===== src/rtl/frame_loader_bram0.sv =====
// rtl/frame_loader_bram0.sv - frame ingest into BRAM0 port 0 with Sobel FSM handoff
`timescale 1ns/1ps

module frame_loader_bram0 #(
  parameter int DATA_WIDTH   = 8,
  parameter int ADDR_WIDTH   = 12,
  parameter int IMAGE_WIDTH  = 64,
  parameter int IMAGE_HEIGHT = 64
) (
  input  logic                  clk,
  input  logic                  rst,
  input  logic                  i_pix_valid,
  input  logic [DATA_WIDTH-1:0] i_pix_data,
  input  logic                  i_sof,
  input  logic                  i_run_mode,
  output logic                  o_pix_ready,
  output logic [DATA_WIDTH-1:0] b0_d0,
  output logic                  b0_ce0,
  output logic                  b0_we0,
  output logic [ADDR_WIDTH-1:0] b0_addr0,
  output logic                  o_en,
  output logic [ADDR_WIDTH-1:0] o_num_cnt,
  output logic                  o_run,
  input  logic                  i_done,
  output logic                  o_idle,
  output logic                  o_load,
  output logic                  o_frame_err
);

  localparam int FRAME_SIZE = IMAGE_WIDTH * IMAGE_HEIGHT;
  localparam logic [ADDR_WIDTH-1:0] LAST_ADDR = ADDR_WIDTH'(FRAME_SIZE - 1);

  generate
    if (64'(FRAME_SIZE) > (64'd1 << ADDR_WIDTH)) begin : g_size_check
      $error("FRAME_SIZE does not fit in the BRAM0 address space");
    end
  endgenerate

  typedef enum logic [2:0] {
    S_IDLE    = 3'd0,
    S_LOAD    = 3'd1,
    S_FLUSH   = 3'd2,
    S_HANDOFF = 3'd3,
    S_WAIT    = 3'd4
  } state_t;

  state_t                  state_q, state_d;
  logic [ADDR_WIDTH-1:0]   cnt_q, cnt_d;
  logic                    run_q, run_d;
  logic                    err_q, err_d;
  logic                    we_q, we_d;
  logic [ADDR_WIDTH-1:0]   addr_q, addr_d;
  logic [DATA_WIDTH-1:0]   data_q, data_d;
  logic                    ready_c;
  logic                    accept_c;

  // State and write-port registers; reset abandons any partial frame.
  always_ff @(posedge clk or posedge rst) begin
    if (rst) begin
      state_q <= S_IDLE;
      cnt_q   <= '0;
      run_q   <= 1'b0;
      err_q   <= 1'b0;
      we_q    <= 1'b0;
      addr_q  <= '0;
      data_q  <= '0;
    end else begin
      state_q <= state_d;
      cnt_q   <= cnt_d;
      run_q   <= run_d;
      err_q   <= err_d;
      we_q    <= we_d;
      addr_q  <= addr_d;
      data_q  <= data_d;
    end
  end

  // Next state, write counter and registered BRAM write request.
  always_comb begin
    state_d  = state_q;
    cnt_d    = cnt_q;
    run_d    = run_q;
    err_d    = 1'b0;
    we_d     = 1'b0;
    addr_d   = addr_q;
    data_d   = data_q;
    ready_c  = (state_q == S_IDLE) || (state_q == S_LOAD);
    accept_c = i_pix_valid && ready_c;
    case (state_q)
      S_IDLE: begin
        if (accept_c) begin
          if (i_sof) begin
            we_d   = 1'b1;
            addr_d = '0;
            data_d = i_pix_data;
            run_d  = i_run_mode;
            if (FRAME_SIZE == 1) begin
              cnt_d   = '0;
              state_d = S_FLUSH;
            end else begin
              cnt_d   = ADDR_WIDTH'(1);
              state_d = S_LOAD;
            end
          end else begin
            err_d = 1'b1;
          end
        end
      end
      S_LOAD: begin
        if (accept_c) begin
          we_d   = 1'b1;
          data_d = i_pix_data;
          if (i_sof) begin
            // A new SOF mid-frame restarts the frame, even on the final beat.
            addr_d = '0;
            cnt_d  = ADDR_WIDTH'(1);
            run_d  = i_run_mode;
            err_d  = 1'b1;
          end else begin
            addr_d = cnt_q;
            if (cnt_q == LAST_ADDR) begin
              cnt_d   = '0;
              state_d = S_FLUSH;
            end else begin
              cnt_d = cnt_q + ADDR_WIDTH'(1);
            end
          end
        end
      end
      S_FLUSH:   state_d = S_HANDOFF;
      S_HANDOFF: state_d = S_WAIT;
      S_WAIT: begin
        if (i_done) state_d = S_IDLE;
      end
      default:   state_d = S_IDLE;
    endcase
  end

  assign o_pix_ready = ready_c && !rst;
  assign b0_d0       = data_q;
  assign b0_ce0      = we_q;
  assign b0_we0      = we_q;
  assign b0_addr0    = addr_q;
  assign o_en        = (state_q == S_HANDOFF);
  assign o_num_cnt   = LAST_ADDR;
  assign o_run       = run_q;
  assign o_idle      = (state_q == S_IDLE);
  assign o_load      = (state_q == S_LOAD);
  assign o_frame_err = err_q;

endmodule


===== config.mk =====
export PLATFORM = sky130hd
export DESIGN_NAME = frame_loader_bram0
export DESIGN_NICKNAME = d
export VERILOG_FILES = /design/src/rtl/frame_loader_bram0.sv
export SDC_FILE = /design/constraint.sdc
export NUM_CORES = 1
export LEC_CHECK = 0
export CAP_MARGIN = 20
export CORE_MARGIN = 1.5
export CORE_UTILIZATION = 42
export CTS_CLUSTER_DIAMETER = 150
export DETAILED_ROUTE_END_ITERATION = 16
export HOLD_SLACK_MARGIN = 0.05
export PLACE_DENSITY_LB_ADDON = 0.08
export REMOVE_ABC_BUFFERS = 1
export SYNTH_ARGS = -nofsm -noshare
export SYNTH_HDL_FRONTEND = slang
export SYNTH_SLANG_ARGS = --single-unit

===== constraint.sdc =====
create_clock -name clk -period 2.16 [get_ports clk]
set_clock_uncertainty 0.2 [all_clocks]
set_input_delay 0.324 -clock clk [delete_from_list [all_inputs] [get_ports clk]]
set_output_delay 0.324 -clock clk [all_outputs]
set_load 0.005 [all_outputs]

==> impl_metrics.py <==
metrics = {
    "worst_setup_path": {
        "cpPeakStageDelay_ps": 680,
        "regToRegStartpoint": "state_q[2]",
        "cp_slowest_cell": "or4b_2",
        "arrival_ps": 2140,
        "cp-end-kind": "flop",
        "reg2reg_depth": 4,
        "start_kind": "flop",
        "r2r_slack_ps": 40,
        "crit_chain": "buf_4 -> or4b_2 -> or4_1 -> o21ai_1",
        "worstPathRequired_ps": 2180,
        "path_class": "flop to flop",
        "path_max_fanout": 3,
        "reg2reg_to": "cnt_q[8]",
    },
    "yosys": {
        "synth_top_family_by_area": "simple AND/OR/NAND/NOR gates",
        "synth_simple_gate_area_share_pct": 28.0,
        "ys_types": 36,
        "synth_compound_area_share_pct": 5.79,
        "synthAdderAreaFrac_pct": 0.681,
        "synth_largest_area_cell": "dfrtp_1",
        "synth-main-ff-cell": "dfrtp_1",
        "syn_area_sq_um": 1840,
        "synth_edf_count": 0,
        "ys_async_sr_fraction_pct": 100,
        "seq_area_frac_synth_pct": 51.8,
        "syn_area_per_cell_sq_um": 9.14,
        "ys_warn_count": 0,
        "synth_xor_area_share_pct": 4.29,
        "synthMuxAreaShare_pct": 0.613,
        "synthTopCellsByArea": "dfrtp_1, nand2_1, buf_4, nand3_1, xnor2_1",
        "ys_ff_latch": 38,
        "synth_top_area_share_pct": 51.8,
        "synthesis.instances": 201,
    },
    "sta": {
        "rsz0062_at_grt": "no",
        "finalMaxSlewViolations": 0,
        "hold_viol": 0,
        "setup_viol": 0,
        "min_period_ps": 2120,
        "max_freq_mhz": 472,
        "post-route-period-util_pct": 98.2,
    },
    "cts": {
        "clkLatencyLatePin_ps": 290,
        "ctsLongestPathBuffers": 2,
        "clock-sinks": 38,
        "root_buffer": "clkbuf_8",
        "path_clk_slew_ps": 70,
        "h-tree-depth": 2,
        "cts_inserted_buffers": 5,
        "ctsHoldBuffers": 0,
        "cts_tree": "done",
    },
    "finish": {
        "nNetsFinal": 271,
        "nFillCells": 344,
        "area_delta_synth_final_pct": 34.5,
        "final_util_pct": 60.0,
        "drive_gt1_share_pct": 13.7,
        "n_antenna_cell": 0,
    },
    "grt": {
        "grt_pass1_vias": 1448,
        "grt_pass1_wl_microns": 6740,
        "grt_max_degree": 39,
        "antenna_found_initial": 0,
        "grt_usage_pct": 17.7,
        "grt_overflow_total": 0,
    },
    "placement": {
        "io_buffers": 41,
        "gp_congestion": 0.878,
        "hpwl_microns": 2850,
    },
    "pwr": {
        "irDropWorstVdd_v": 0.000285,
        "cellPowerDensity_nw_per_um2": 611,
        "p_leak_nw": 1.19,
        "power.total_mw": 1.51,
    },
    "route": {
        "avgRoutedWirePerCell_microns": 13.3,
        "ant_nets": 0,
        "first_pass_iters": 4,
        "via_per_inst": 5.07,
        "drc": 0,
        "drt-total-wl_microns": 4060,
        "detail_route.iter0.violations": 76,
        "num_vias": 1551,
    },
    "floorplan": {
        "die_area_sq_um": 4780,
        "top_level_ports": 54,
        "start_util_pct": 44.6,
        "die_h_microns": 69.1,
        "design.core.area_sq_um": 4120,
        "die_x_microns": 69.1,
        "rows": 23,
    },
    "hold_path": {
        "min_path_type": "input port to async pin",
    },
    "run_status": {
        "status": "complete, no violations",
    },
    "flow_run": {
        "maxCapViolCount": 0,
    },
}
cell families after synthesis:
| logic type | Yosys count |
|---|---|
| AND/OR/NAND/NOR | 107 |
| AO/OA/AOI/OAI | 16 |
| buffers and inverters | 28 |
| adder cells (fa/ha/maj) | 1 |
| multiplexers | 1 |
| XOR/XNOR | 9 |
| flip-flops | 38 |
| other | 1 |
synth_stat cells, types with 2 or more instances:
library cell,count
xnor2_1,8
nor4b_1,3
o21ai_0,3
a21oi_1,2
nand3_1,16
o21a_1,4
clkbuf_1,7
nor3b_1,2
dfrtp_1,38
buf_2,4
buf_4,13
nand2_1,53
nor3_1,5
nor4_1,4
o211ai_1,3
nor2_1,11
inv_1,3
nand4_1,4
sequential cells by signal, summed over array words and instances, names as in the netlist:
| signal | cells |
|---|---|
| o_run | 1 |
| b0_ce0 | 1 |
| o_frame_err | 1 |
| cnt_q | 12 |
| b0_addr0 | 12 |
| state_q | 3 |
| b0_d0 | 8 |
worst max path at each step:
| stage | from | end | slack, ps | cells past startpoint |
|---|---|---|---|---|
| floorplan | state_q[2] | cnt_q[6] | -420 | 3 |
| global placement | i_pix_valid | cnt_q[8] | -180 | 5 |
| detailed placement | i_pix_valid | cnt_q[8] | -220 | 5 |
| CTS | state_q[2] | o_en | 10 | 3 |
| global route | state_q[2] | o_en | 1 | 3 |
| finish | state_q[2] | cnt_q[8] | 40 | 4 |
placed cells by master (no fill, tap or decap), drive strengths merged:
master,n
nand3,16
and3b,1
nand4,4
a21oi,2
or4,1
clkbuf,5
nor3,5
conb,12
nor4b,3
a21o,1
o211ai,3
ha,1
clkdlybuf4s50,39
o41ai,1
dfrtp,38
o31ai,1
nor3b,2
nor2,11
dlymetal6s2s,2
or3b,1
nand2b,1
or4b,1
nand2,53
nor4bb,1
clkinv,3
xnor2,8
nand4bb,1
mux2,1
o21ai,4
xor2,1
inv,3
buf,20
nor4,4
or2,2
o21a,4
through the flow:
step	worst slack [ps]	instance area, sq um	hold WS [ps]	setup TNS [ps]	cells
2_1_floorplan	-417	1730	229	-6200	188
3_3_place_gp	-184	2350	250	-1140	295
3_5_place_dp	-219	2350	254	-2310	295
4_1_cts	9.81	2420	271	0	302
5_1_grt	1.39	2470	295	0	306
6_report	39.3	2470	267	0	306
what timing repair did:
| item | 4_1_cts | 5_1_grt |
|---|---|---|
| gates resized for setup | 0 | 6 |
| endpoints found under the hold margin | 0 | 0 |
| setup buffers | 0 | 3 |
| endpoints found under the setup margin | 0 | 6 |
power breakdown:
part	switching [mW]	leakage, nW	internal [mW]
Combinational	0.116	0.651	0.135
Clock	0.248	0.0438	0.217
Sequential	0.0372	0.496	0.758
Total	0.400	1.19	1.11
worst max-delay path: cells and delay by family (launching register included):
kind | cells | cell delay, ps
simple gates | 2 | 1210
compound gates | 1 | 120
buf+inv | 1 | 140
flops | 1 | 380
layer usage:
metal / routed length, microns / up-vias / GRT usage [%]
li1: - / 756 / -
met1: 1750 / 748 / 22.6
met2: 2100 / 41 / 28.8
met3: 155 / 6 / 4.53
met4: 59 / 0 / 6.75
met5: 0 / - / 0
cell type report:
class,count,area [sq um],area share (%)
inverter,4,15.0,0.608
timing repair buffer,61,579,23.4
clock buffer,5,68.8,2.78
clock inverter,2,10.0,0.405
sequential,38,952,38.5
tap,50,62.6,2.53
multi-input combinational,146,783,31.7
(Power assumes the default switching activity.)
